$ cat config.mk
export PLATFORM = sky130hd
export DESIGN_NAME = conv_result_collector
export DESIGN_NICKNAME = d
export VERILOG_FILES = /design/src/rtl/conv_pkg.sv /design/src/rtl/pix_clamp.sv /design/src/rtl/conv_result_collector.sv
export SDC_FILE = /design/constraint.sdc
export NUM_CORES = 1
export LEC_CHECK = 0
export CAP_MARGIN = 20
export CORE_AREA = 5 5 183 185
export DETAILED_ROUTE_END_ITERATION = 7
export DIE_AREA = 0 0 188 190
export HOLD_SLACK_MARGIN = 0.1
export PLACE_DENSITY = 0.77
export SYNTH_ARGS = -nofsm -noshare
export SYNTH_HDL_FRONTEND = slang
export SYNTH_HIERARCHICAL = 1
export SYNTH_SLANG_ARGS = --single-unit
export TNS_END_PERCENT = 30
$ cat constraint.sdc
create_clock -name sys_clk -period 2.53 [get_ports sys_clk]
set_clock_uncertainty 0.1 [all_clocks]
set_input_delay 0.6325 -clock sys_clk [delete_from_list [all_inputs] [get_ports sys_clk]]
set_output_delay 0.6325 -clock sys_clk [all_outputs]
set_load 0.02 [all_outputs]
$ cat src/rtl/conv_pkg.sv
// conv_pkg: shared geometry, widths, state type and index-width helper for the conv result path
package conv_pkg;
  localparam int IMG_W = 6;
  localparam int IMG_H = 6;
  localparam int K = 3;
  localparam int MAP_W = IMG_W - K + 1;
  localparam int MAP_H = IMG_H - K + 1;
  localparam int OUT_W = 16;
  localparam int PIX_W = 8;
  typedef enum logic {FILL, DRAIN} state_t;
  function automatic int idx_w(input int n);
    return n > 1 ? $clog2(n) : 1;
  endfunction
endpackage

$ cat src/rtl/pix_clamp.sv
// pix_clamp: signed IN_W result to 8-bit pixel, saturating when CLAMP_EN else wrapping
// value: two's complement input; pix: 8-bit pixel; sat: value was outside [0,255] (CLAMP_EN only)
module pix_clamp #(
  parameter int IN_W = 16,
  parameter int CLAMP_EN = 1
) (
  input  logic [IN_W-1:0] value,
  output logic [7:0]      pix,
  output logic            sat
);
  logic neg, big;
  assign neg = value[IN_W-1];
  assign big = !neg && |value[IN_W-2:8];
  assign sat = (CLAMP_EN != 0) && (neg || big);
  assign pix = !sat ? value[7:0] : neg ? 8'd0 : 8'd255;
endmodule

$ cat src/rtl/conv_result_collector.sv
// conv_result_collector: clamp and buffer one conv result map, then stream it out in raster order
// sys_clk/sys_rst: clock and synchronous active-high reset
// in_valid/in_ready/in_r/g/b: signed per-channel conv results, accepted only while filling
// out_valid/out_ready/out_r/g/b/out_row/out_col/out_last: clamped pixels with raster tags
// sat_flag: sticky, set if any channel of the current frame saturated
module conv_result_collector #(
  parameter int OUT_W = conv_pkg::OUT_W,
  parameter int MAP_W = conv_pkg::MAP_W,
  parameter int MAP_H = conv_pkg::MAP_H,
  parameter int CLAMP_EN = 1
) (
  input  logic                                sys_clk,
  input  logic                                sys_rst,
  input  logic                                in_valid,
  output logic                                in_ready,
  input  logic [OUT_W-1:0]                    in_r,
  input  logic [OUT_W-1:0]                    in_g,
  input  logic [OUT_W-1:0]                    in_b,
  output logic                                out_valid,
  input  logic                                out_ready,
  output logic [7:0]                          out_r,
  output logic [7:0]                          out_g,
  output logic [7:0]                          out_b,
  output logic [conv_pkg::idx_w(MAP_H)-1:0]   out_row,
  output logic [conv_pkg::idx_w(MAP_W)-1:0]   out_col,
  output logic                                out_last,
  output logic                                sat_flag
);
  import conv_pkg::*;
  localparam int N = MAP_W * MAP_H;
  localparam int IW = idx_w(N);
  localparam int RW = idx_w(MAP_H);
  localparam int CW = idx_w(MAP_W);
  state_t state;
  logic [IW-1:0] wr_idx, rd_idx, nxt_idx;
  logic [23:0] buf_mem [N];
  logic [7:0] cr, cg, cb;
  logic sr, sg, sb, in_hs, out_hs, last_wr, ld;
  pix_clamp #(.IN_W(OUT_W), .CLAMP_EN(CLAMP_EN)) u_clamp_r (.value(in_r), .pix(cr), .sat(sr));
  pix_clamp #(.IN_W(OUT_W), .CLAMP_EN(CLAMP_EN)) u_clamp_g (.value(in_g), .pix(cg), .sat(sg));
  pix_clamp #(.IN_W(OUT_W), .CLAMP_EN(CLAMP_EN)) u_clamp_b (.value(in_b), .pix(cb), .sat(sb));
  assign in_ready = state == FILL;
  assign in_hs = in_valid && in_ready;
  assign out_hs = out_valid && out_ready;
  assign last_wr = wr_idx == IW'(N - 1);
  // pixel 0 is preloaded on the final write so out_valid rises with no bubble
  assign nxt_idx = state == FILL ? '0 : rd_idx + 1'b1;
  assign ld = state == FILL ? in_hs && last_wr : out_hs && !out_last;
  always_ff @(posedge sys_clk)
    if (in_hs) buf_mem[wr_idx] <= {cr, cg, cb};
  always_ff @(posedge sys_clk) begin
    if (sys_rst) begin
      state <= FILL;
      wr_idx <= '0;
      rd_idx <= '0;
      out_valid <= 1'b0;
      {out_r, out_g, out_b} <= '0;
      out_row <= '0;
      out_col <= '0;
      out_last <= 1'b0;
      sat_flag <= 1'b0;
    end else begin
      if (state == FILL && in_hs) begin
        sat_flag <= sat_flag | sr | sg | sb;
        wr_idx <= last_wr ? '0 : wr_idx + 1'b1;
        if (last_wr) state <= DRAIN;
        if (last_wr) out_valid <= 1'b1;
      end
      if (state == DRAIN && out_hs && out_last) begin
        state <= FILL;
        out_valid <= 1'b0;
        out_last <= 1'b0;
        rd_idx <= '0;
        sat_flag <= 1'b0;
      end
      if (ld) begin
        rd_idx <= nxt_idx;
        {out_r, out_g, out_b} <= buf_mem[nxt_idx];
        out_row <= RW'(nxt_idx / IW'(MAP_W));
        out_col <= CW'(nxt_idx % IW'(MAP_W));
        out_last <= nxt_idx == IW'(N - 1);
      end
    end
  end
endmodule

* Word level (Yosys, flattened, before mapping) *
Memory sizes are Yosys's and may differ from the RTL's. A register that Yosys moved wholly into a read port is not among the register bits.
Cells that the tools add are included.

cells by class
  add/subtract/negate cells = 2
  bitwise gates (word level) = 4
  reduce and logical (&&, ||, !) cells = 23
  multiplexer cells = 15
  equality and inequality tests = 2

operators with widths
  cell                   count
  $mux W8                6
  $reduce_or A7 Y1       3
  $mux W4                4
  $logic_and A1 B1 Y1    10
  $add A4 B1 Y4 const B  2
  $eq A4 B4 Y1 const B   2
  $mux W1                5
  $logic_not A1 Y1       4
  $logic_or A1 B1 Y1     3
  $or A1 B1 Y1           3
  $reduce_and A2 Y1      1
  $reduce_bool A2 Y1     1
  $reduce_or A2 Y1       1
  $not A1 Y1             1

storage, ports and cells
  memories = 1
  RAM bits = 384
  output and inout port bits = 32
  logic and storage cells = 54
  flip-flop bits (word level) = 15

memory list
  memory   depth  width  rd ports  clocked after memory_dff  write ports  line                         text
  buf_mem  16     24     1         1                         1            conv_result_collector.sv:36  logic [23:0] buf_mem [N];

* Depth between registers and ports, before layout *
Gate-level depths: netlist of the first run.

  depth in word-level cells = 6
  gate-level depth with buffers = 9
  mapped depth without buffers = 7

* Modules after synthesis *
The synthesis of the first run kept the hierarchy.

modules (own cells, without submodules)
  module                 area each (um^2)  times used  cells each
  conv_result_collector  16455.8           1           1003
  pix_clamp              122.6             3           22

* Worst setup path after synthesis of the first run *
Ideal clock, no wire load.

  kind = reg-to-reg
  start = register state
  end = memory buf_mem[0][0] (enable)
  data required time = 2.047 ns
  buffers on the path = 3
  cell stages (with the launch flop) = 7
  library setup time = 0.383 ns
  period minus slack after synthesis = 2.456 ns
  slack = 0.074 ns
  arrival time = 1.973 ns
  path through = dfxtp_1 -> buf_6 -> clkbuf_1 -> nor2b_1 -> clkbuf_1 -> nor3b_1 -> and2_1

between the ends
  cells in the longest elaborated chain, start to end = 4

RTL lines
  what                           line                         text
  from (decl)                    conv_result_collector.sv:34  state_t state;
  from (signal assigned)         conv_result_collector.sv:53  state <= FILL;
  from (signal assigned)         conv_result_collector.sv:66  if (last_wr) state <= DRAIN;
  from (signal assigned)         conv_result_collector.sv:70  state <= FILL;
  $not A1 Y1                     conv_result_collector.sv:42  assign in_ready = state == FILL;
  $logic_and A1 B1 Y1            conv_result_collector.sv:43  assign in_hs = in_valid && in_ready;
  $mux W1                        conv_result_collector.sv:50  if (in_hs) buf_mem[wr_idx] <= {cr, cg, cb};
  $mux W1 (not written as such)  conv_result_collector.sv:50
  to (decl)                      conv_result_collector.sv:36

Every way passes these cells.

==> results of run 1 <==
==> registers in the layout, summed over array words and instances (netlist names) <==
name and count:
buf_mem 384, out_b 8, out_col 2, out_g 8, out_last 1, out_r 8
out_row 2, rd_idx 4, sat_flag 1, state 1, wr_idx 4
==> power by group through the flow <==
stage               logic [mW]  clock network (mW)  registers, mW
floorplan                0.182                   0           7.87
global placement         0.429                   0           7.87
detailed placement       0.442                   0           7.88
CTS                      0.445                5.77           7.73
global route             0.478                6.05           7.73
finish                   0.447                5.73           7.73
==> cell usage after synthesis, types with 4 or more instances <==
master / number / area, um2
o21ai_1: 10 / 50.1
o221ai_1: 23 / 201
edfxtp_1: 384 / 11500
nor2_1: 117 / 439
ha_1: 5 / 62.6
o21ai_0: 14 / 70.1
inv_1: 5 / 18.8
o2111ai_1: 23 / 201
a21oi_1: 39 / 195
clkbuf_1: 43 / 161
a22oi_1: 46 / 345
buf_6: 5 / 56.3
nand2_1: 38 / 143
a311oi_1: 25 / 219
nand3_1: 7 / 35.0
buf_4: 7 / 52.6
and2_1: 13 / 81.3
a31oi_1: 48 / 300
mux2i_1: 71 / 711
mux4_2: 23 / 518
buf_2: 21 / 105
o22a_1: 23 / 201
nor2b_1: 4 / 25.0
dfxtp_1: 39 / 781
==> cell families after synthesis <==
| family | Yosys count | share of synthesized area |
|---|---|---|
| flip-flops | 423 | 0.732 |
| AND/OR/NAND/NOR | 195 | 0.0524 |
| AO/OA/AOI/OAI | 262 | 0.111 |
| adder cells (fa/ha/maj) | 5 | 0.00372 |
| multiplexers | 97 | 0.0750 |
| buffers and inverters | 83 | 0.0239 |
| XOR/XNOR | 4 | 0.00208 |
==> final cells by class <==
type,instances,area [um2],area share
clock buffers,48,1070,0.0529
multi-input cells,563,4140,0.204
repair buffers,190,2030,0.100
flip-flops and latches,423,12300,0.608
inverters,6,22.5,0.00111
well taps,408,510,0.0252
clock inverters,24,180,0.00889
==> per-stage QoR <==
step                setup TNS, ns  area (um2)  hold WS [ns]  cells
CTS                             0       20300         0.363   1662
global placement                0       19000         0.348   1590
detailed placement         -0.245       19000         0.351   1590
finish                          0       20300         0.364   1662
floorplan                       0       16800         0.366   1069
global route                    0       20300         0.395   1662
==> worst min-delay path by stage <==
stage | start | to | slack, ns | cells after the start
2_1_floorplan | rd_idx[1]$_SDFFE_PP0P_ | rd_idx[1]$_SDFFE_PP0P_ | 0.37 | 2
3_5_place_dp | out_row[1]$_SDFFE_PP0P_ | out_row[1]$_SDFFE_PP0P_ | 0.35 | 2
6_report | out_row[1]$_SDFFE_PP0P_ | out_row[1]$_SDFFE_PP0P_ | 0.36 | 2
3_3_place_gp | out_col[1]$_SDFFE_PP0P_ | out_col[1]$_SDFFE_PP0P_ | 0.35 | 2
4_1_cts | out_row[1]$_SDFFE_PP0P_ | out_row[1]$_SDFFE_PP0P_ | 0.36 | 2
5_1_grt | out_row[1]$_SDFFE_PP0P_ | out_row[1]$_SDFFE_PP0P_ | 0.39 | 2
==> layer usage <==
layer / GRT usage / vias up
li1: - / 4585
met5: 0 / -
met4: 0.0839 / 2
met3: 0.0363 / 102
met2: 0.405 / 626
met1: 0.303 / 5195
==> impl_metrics.json, run 1 <==
{
  "gr-total-overflow": 0,
  "vdd_drop_max_v": 0.000573,
  "crit_slowest_cell": "clkdlybuf4s50_1",
  "drc_errors": 0,
  "cpPeakStageDelay_ns": 0.65,
  "post-route-period-util": 0.949,
  "numCtsBuffers": 40,
  "vias": 10500,
  "root_buffer": "clkbuf_16",
  "grt_usage": 0.234,
  "crit_path_start": "state$_SDFFE_PP0P_",
  "clockPowerShare": 0.412,
  "clockBufferDepth": 3,
  "pwr_density_cell_mw_per_mm2": 686,
  "io_buffers": 83,
  "hpwl_um": 26100,
  "cts_tree": "yes",
  "cp_cell_sequence": "clkdlybuf4s50_1",
  "diodes": 0,
  "pre_cts_slack_ns": -0.0535,
  "grt_pass1_vias": 10700,
  "cp_top_family": "buffers and inverters",
  "seq_power_share": 0.556,
  "crit_path_start_kind": "flip-flop",
  "reg2reg_from": "rd_idx[1]$_SDFFE_PP0P_",
  "finalHoldViolations": 0,
  "die-height_um": 190,
  "cp_num_buf_inv": 1,
  "yosysWarnings": 6,
  "vias_per_cell": 6.32,
  "ys_ff_latch": 423,
  "synth_area_mm2": 0.0168,
  "crit_type": "flip-flop to output pin",
  "post_cts_buffers": 0,
  "yosysSeqAreaShare": 0.732,
  "cp.required_ns": 1.80,
  "fmax_mhz": 416,
  "ios": 84,
  "wl_met2_um": 21400,
  "path_clk_slew_ns": 0.07,
  "die_area_mm2": 0.0357,
  "grt_antenna_before_repair": 1,
  "fin_util": 0.636,
  "syn-num-nets": 1126,
  "drtPass1Iterations": 5,
  "ant_nets": 0,
  "syn_inst": 1069,
  "drive_above_1_share": 0.164,
  "final_cell_mix": "384 x edfxtp_1, 116 x nor2_1, 81 x clkdlybuf4s50_1",
  "rsz0062_at_grt": "no",
  "r2r_cells": 7,
  "cp_data_arrival_time_ns": 1.67,
  "initial_core_util": 0.528,
  "synth-edff-count": 384,
  "post-route-min-period_ns": 2.40,
  "switchingPower_mw": 2.79,
  "gp_congestion": 0.842,
  "cap_violations": 0,
  "clock-sinks": 423,
  "cp_max_fo": 13,
  "wl_met1_um": 15600,
  "internal-power_mw": 11.1,
  "cts_resized": 2,
  "wl_per_cell_um": 25.4,
  "crit_end": "out_valid",
  "status": "completed",
  "comb_power_share": 0.032,
  "worst_slew_pin_slew_ns": 0.500,
  "p_sw_frac": 0.201,
  "core.rowCount": 66,
  "dr_wl_met3_um": 3910,
  "htreeDepth": 2,
  "syn2layout_area_growth_pct": 20.5,
  "min_path_type": "flip-flop to flip-flop",
  "final_common_cell": "edfxtp_1",
  "hold_buffers": 0,
  "grt_pass1_wl_um": 63500,
  "setup_ws_ns": 0.128,
  "async_flop_share": 0,
  "syn_area_per_cell_um2": 15.7,
  "drt_iter0_markers": 1067,
  "die_w_um": 188,
  "setup_viol_count_final": 0,
  "synth_flop_cell": "edfxtp_1",
  "fin_nets": 1281,
  "path_depth": 1,
  "routed.top_layer": "met5",
  "maxSlewViolCount": 0,
  "reg2reg_to": "out_g[3]$_SDFFE_PP0P_",
  "core_mm2": 0.0319,
  "r2r_slack_ns": 0.21,
  "power.total_mw": 13.9,
  "slew_headroom": 0.667,
  "ys_types": 47,
  "insertion_delay_ns": 0.53,
  "routed_wl_um": 42200,
  "num-fill-cells": 2194,
  "p_leak_nw": 6.23,
  "cp-end-kind": "output pin",
  "grt_max_degree": 51
}
No activity file was read; power rests on OpenSTA's default activity.
==> run 2: changes to the inputs <==
--- a/config.mk
+++ b/config.mk
@@ -11,6 +11,7 @@
 export DIE_AREA = 0 0 188 190
 export HOLD_SLACK_MARGIN = 0.1
 export PLACE_DENSITY = 0.77
+export REMOVE_ABC_BUFFERS = 1
 export SYNTH_ARGS = -nofsm -noshare
 export SYNTH_HDL_FRONTEND = slang
 export SYNTH_HIERARCHICAL = 1
==> run 2 against run 1 <==
Against the previous run:
- design area decreased by 0.19%
- core utilization decreased by 0.12 points
- first-iteration DRC count increased by 2.4%
- via count decreased by 2.2%
- routed wire length decreased by 5.9%
- sequential power about the same
==> impl_metrics.json, run 2 (synthesis gave the netlist of run 1 again) <==
{
  "insertion_delay_ns": 0.54,
  "initial_core_util": 0.528,
  "p_leak_nw": 6.22,
  "top_register": "buf_mem",
  "drt_iter0_markers": 1093,
  "hpwl_um": 24600,
  "vias": 10300,
  "die_area_mm2": 0.0357,
  "final_cell_mix": "384 x edfxtp_1, 116 x nor2_1, 82 x clkdlybuf4s50_1",
  "routed_wl_um": 39700,
  "gp_congestion": 0.821,
  "die-height_um": 190,
  "pwr_density_cell_mw_per_mm2": 702,
  "cp_top_family": "buffers and inverters",
  "hold-path-endpoint": "out_row[1]$_SDFFE_PP0P_",
  "drc_errors": 0,
  "io_buffers": 83,
  "grt_usage": 0.220,
  "min_path_type": "flip-flop to flip-flop",
  "r2r_slack_ns": 0.18,
  "crit_slowest_cell": "clkdlybuf4s50_1",
  "cpPeakStageDelay_ns": 0.56,
  "tns_ns": 0,
  "path_clk_slew_ns": 0.06,
  "vias_per_cell": 6.18,
  "holdPathStages": 2,
  "gr-total-overflow": 0,
  "drtPass1Iterations": 5,
  "reg2reg_from": "rd_idx[1]$_SDFFE_PP0P_",
  "grt_pass1_vias": 10400,
  "power.total_mw": 14.2,
  "htreeDepth": 2,
  "final_common_cell": "edfxtp_1",
  "cp.required_ns": 1.80,
  "syn2layout_area_growth_pct": 20.3,
  "status": "completed",
  "grt_antenna_before_repair": 0,
  "diodes": 0,
  "drive_above_1_share": 0.165,
  "cap_violations": 0,
  "hold_start": "out_row[1]$_SDFFE_PP0P_",
  "slew_headroom": 0.483,
  "post-route-min-period_ns": 2.48,
  "wl_per_cell_um": 23.9,
  "grt_max_degree": 52,
  "root_buffer": "clkbuf_16",
  "cp_cell_sequence": "inv_1 -> clkdlybuf4s50_1",
  "fin_nets": 1278,
  "finalHoldViolations": 0,
  "r2r_cells": 7,
  "ant_nets": 0,
  "cts_tree": "yes",
  "cp_data_arrival_time_ns": 1.75,
  "numCtsBuffers": 42,
  "vdd_drop_max_v": 0.000482,
  "cp-end-kind": "output pin",
  "cp_max_fo": 19,
  "core.rowCount": 66,
  "core_mm2": 0.0319,
  "worst_slew_pin_slew_ns": 0.772,
  "crit_path_start_kind": "flip-flop",
  "largest_register_ffs": 384,
  "cp_num_buf_inv": 2,
  "grt_pass1_wl_um": 60600,
  "rsz0062_at_grt": "no",
  "post-route-period-util": 0.981,
  "ios": 84,
  "die_w_um": 188,
  "reg2reg_to": "out_g[4]$_SDFFE_PP0P_",
  "maxSlewViolCount": 0,
  "fmax_mhz": 403,
  "crit_type": "flip-flop to output pin",
  "hold_buffers": 0,
  "clockBufferDepth": 3,
  "setup_viol_count_final": 0,
  "clock-sinks": 423
}
[run 2: changes by cell type in the layout (fill, tap and decap cells not counted), sizes merged]
cell / change
clkbuf: +11
bufinv: +1
clkdlybuf4s50: +1
clkinvlp: -3
dlygate4sd2: -1
clkinv: -5
buf: -5
inv: +2
[run 2: worst max path at each step]
stage          depth (start not counted)                        end                    from  slack, ns
3_3_place_gp                           4   buf_mem[8][18]$_DFFE_PP_                in_r[11]      -0.15
5_1_grt                                2                   in_ready      state$_SDFFE_PP0P_       0.02
3_5_place_dp                           4  buf_mem[14][18]$_DFFE_PP_                in_r[11]      -0.34
2_1_floorplan                          7      out_g[2]$_SDFFE_PP0P_  rd_idx[0]$_SDFFE_PP0P_      -5.60
4_1_cts                                2                   in_ready      state$_SDFFE_PP0P_       0.05
6_report                               2                   in_ready      state$_SDFFE_PP0P_       0.05
[run 2: layer usage]
metal | wire [um] | share of wire | GRT usage
met1 | 15600 | 0.39 | 0.292
met2 | 20100 | 0.51 | 0.377
met3 | 2710 | 0.068 | 0.0292
met4 | 1270 | 0.032 | 0.0813
met5 | 0 | 0 | 0
[run 2: final cells by class]
cell class / count / area, um2
Clock buffer: 59 / 1150
Inverter: 6 / 22.5
Tap cell: 408 / 510
Timing Repair Buffer: 185 / 1900
Sequential cell: 423 / 12300
Fill cell: 2191 / 11600
Clock inverter: 19 / 185
Multi-Input combinational cell: 563 / 4140
[run 2: what timing repair did]
item | in CTS | in global routing
gates resized for setup | 1 | 0
setup endpoints to repair | 2 | 0
setup buffers | 0 | 0
hold endpoints to repair | 0 | 0
[run 2: through the flow]
step	utilization	worst slack [ns]	area, um2	cells	hold WS (ns)
2_1_floorplan	-	-5.60	16400	992	0.360
3_3_place_gp	0.593	-0.152	18900	1585	0.349
3_5_place_dp	0.593	-0.336	18900	1585	0.354
4_1_cts	0.635	0.0477	20200	1663	0.362
5_1_grt	0.635	0.0202	20200	1663	0.381
6_report	0.635	0.0492	20200	1663	0.361
[run 2: where the power goes]
group,total [mW],leakage (nW),internal (mW),switching (mW)
sequential,7.73,3.79,7.70,0.0312
clock,6.05,0.664,3.51,2.54
combinational,0.437,1.78,0.181,0.255
[run 2: tightest hold or removal path, stage by stage (launching register included)]
cell and delay [ns]:
dfxtp_1 0.31, nand2_1 0.05, a21oi_1 0.05
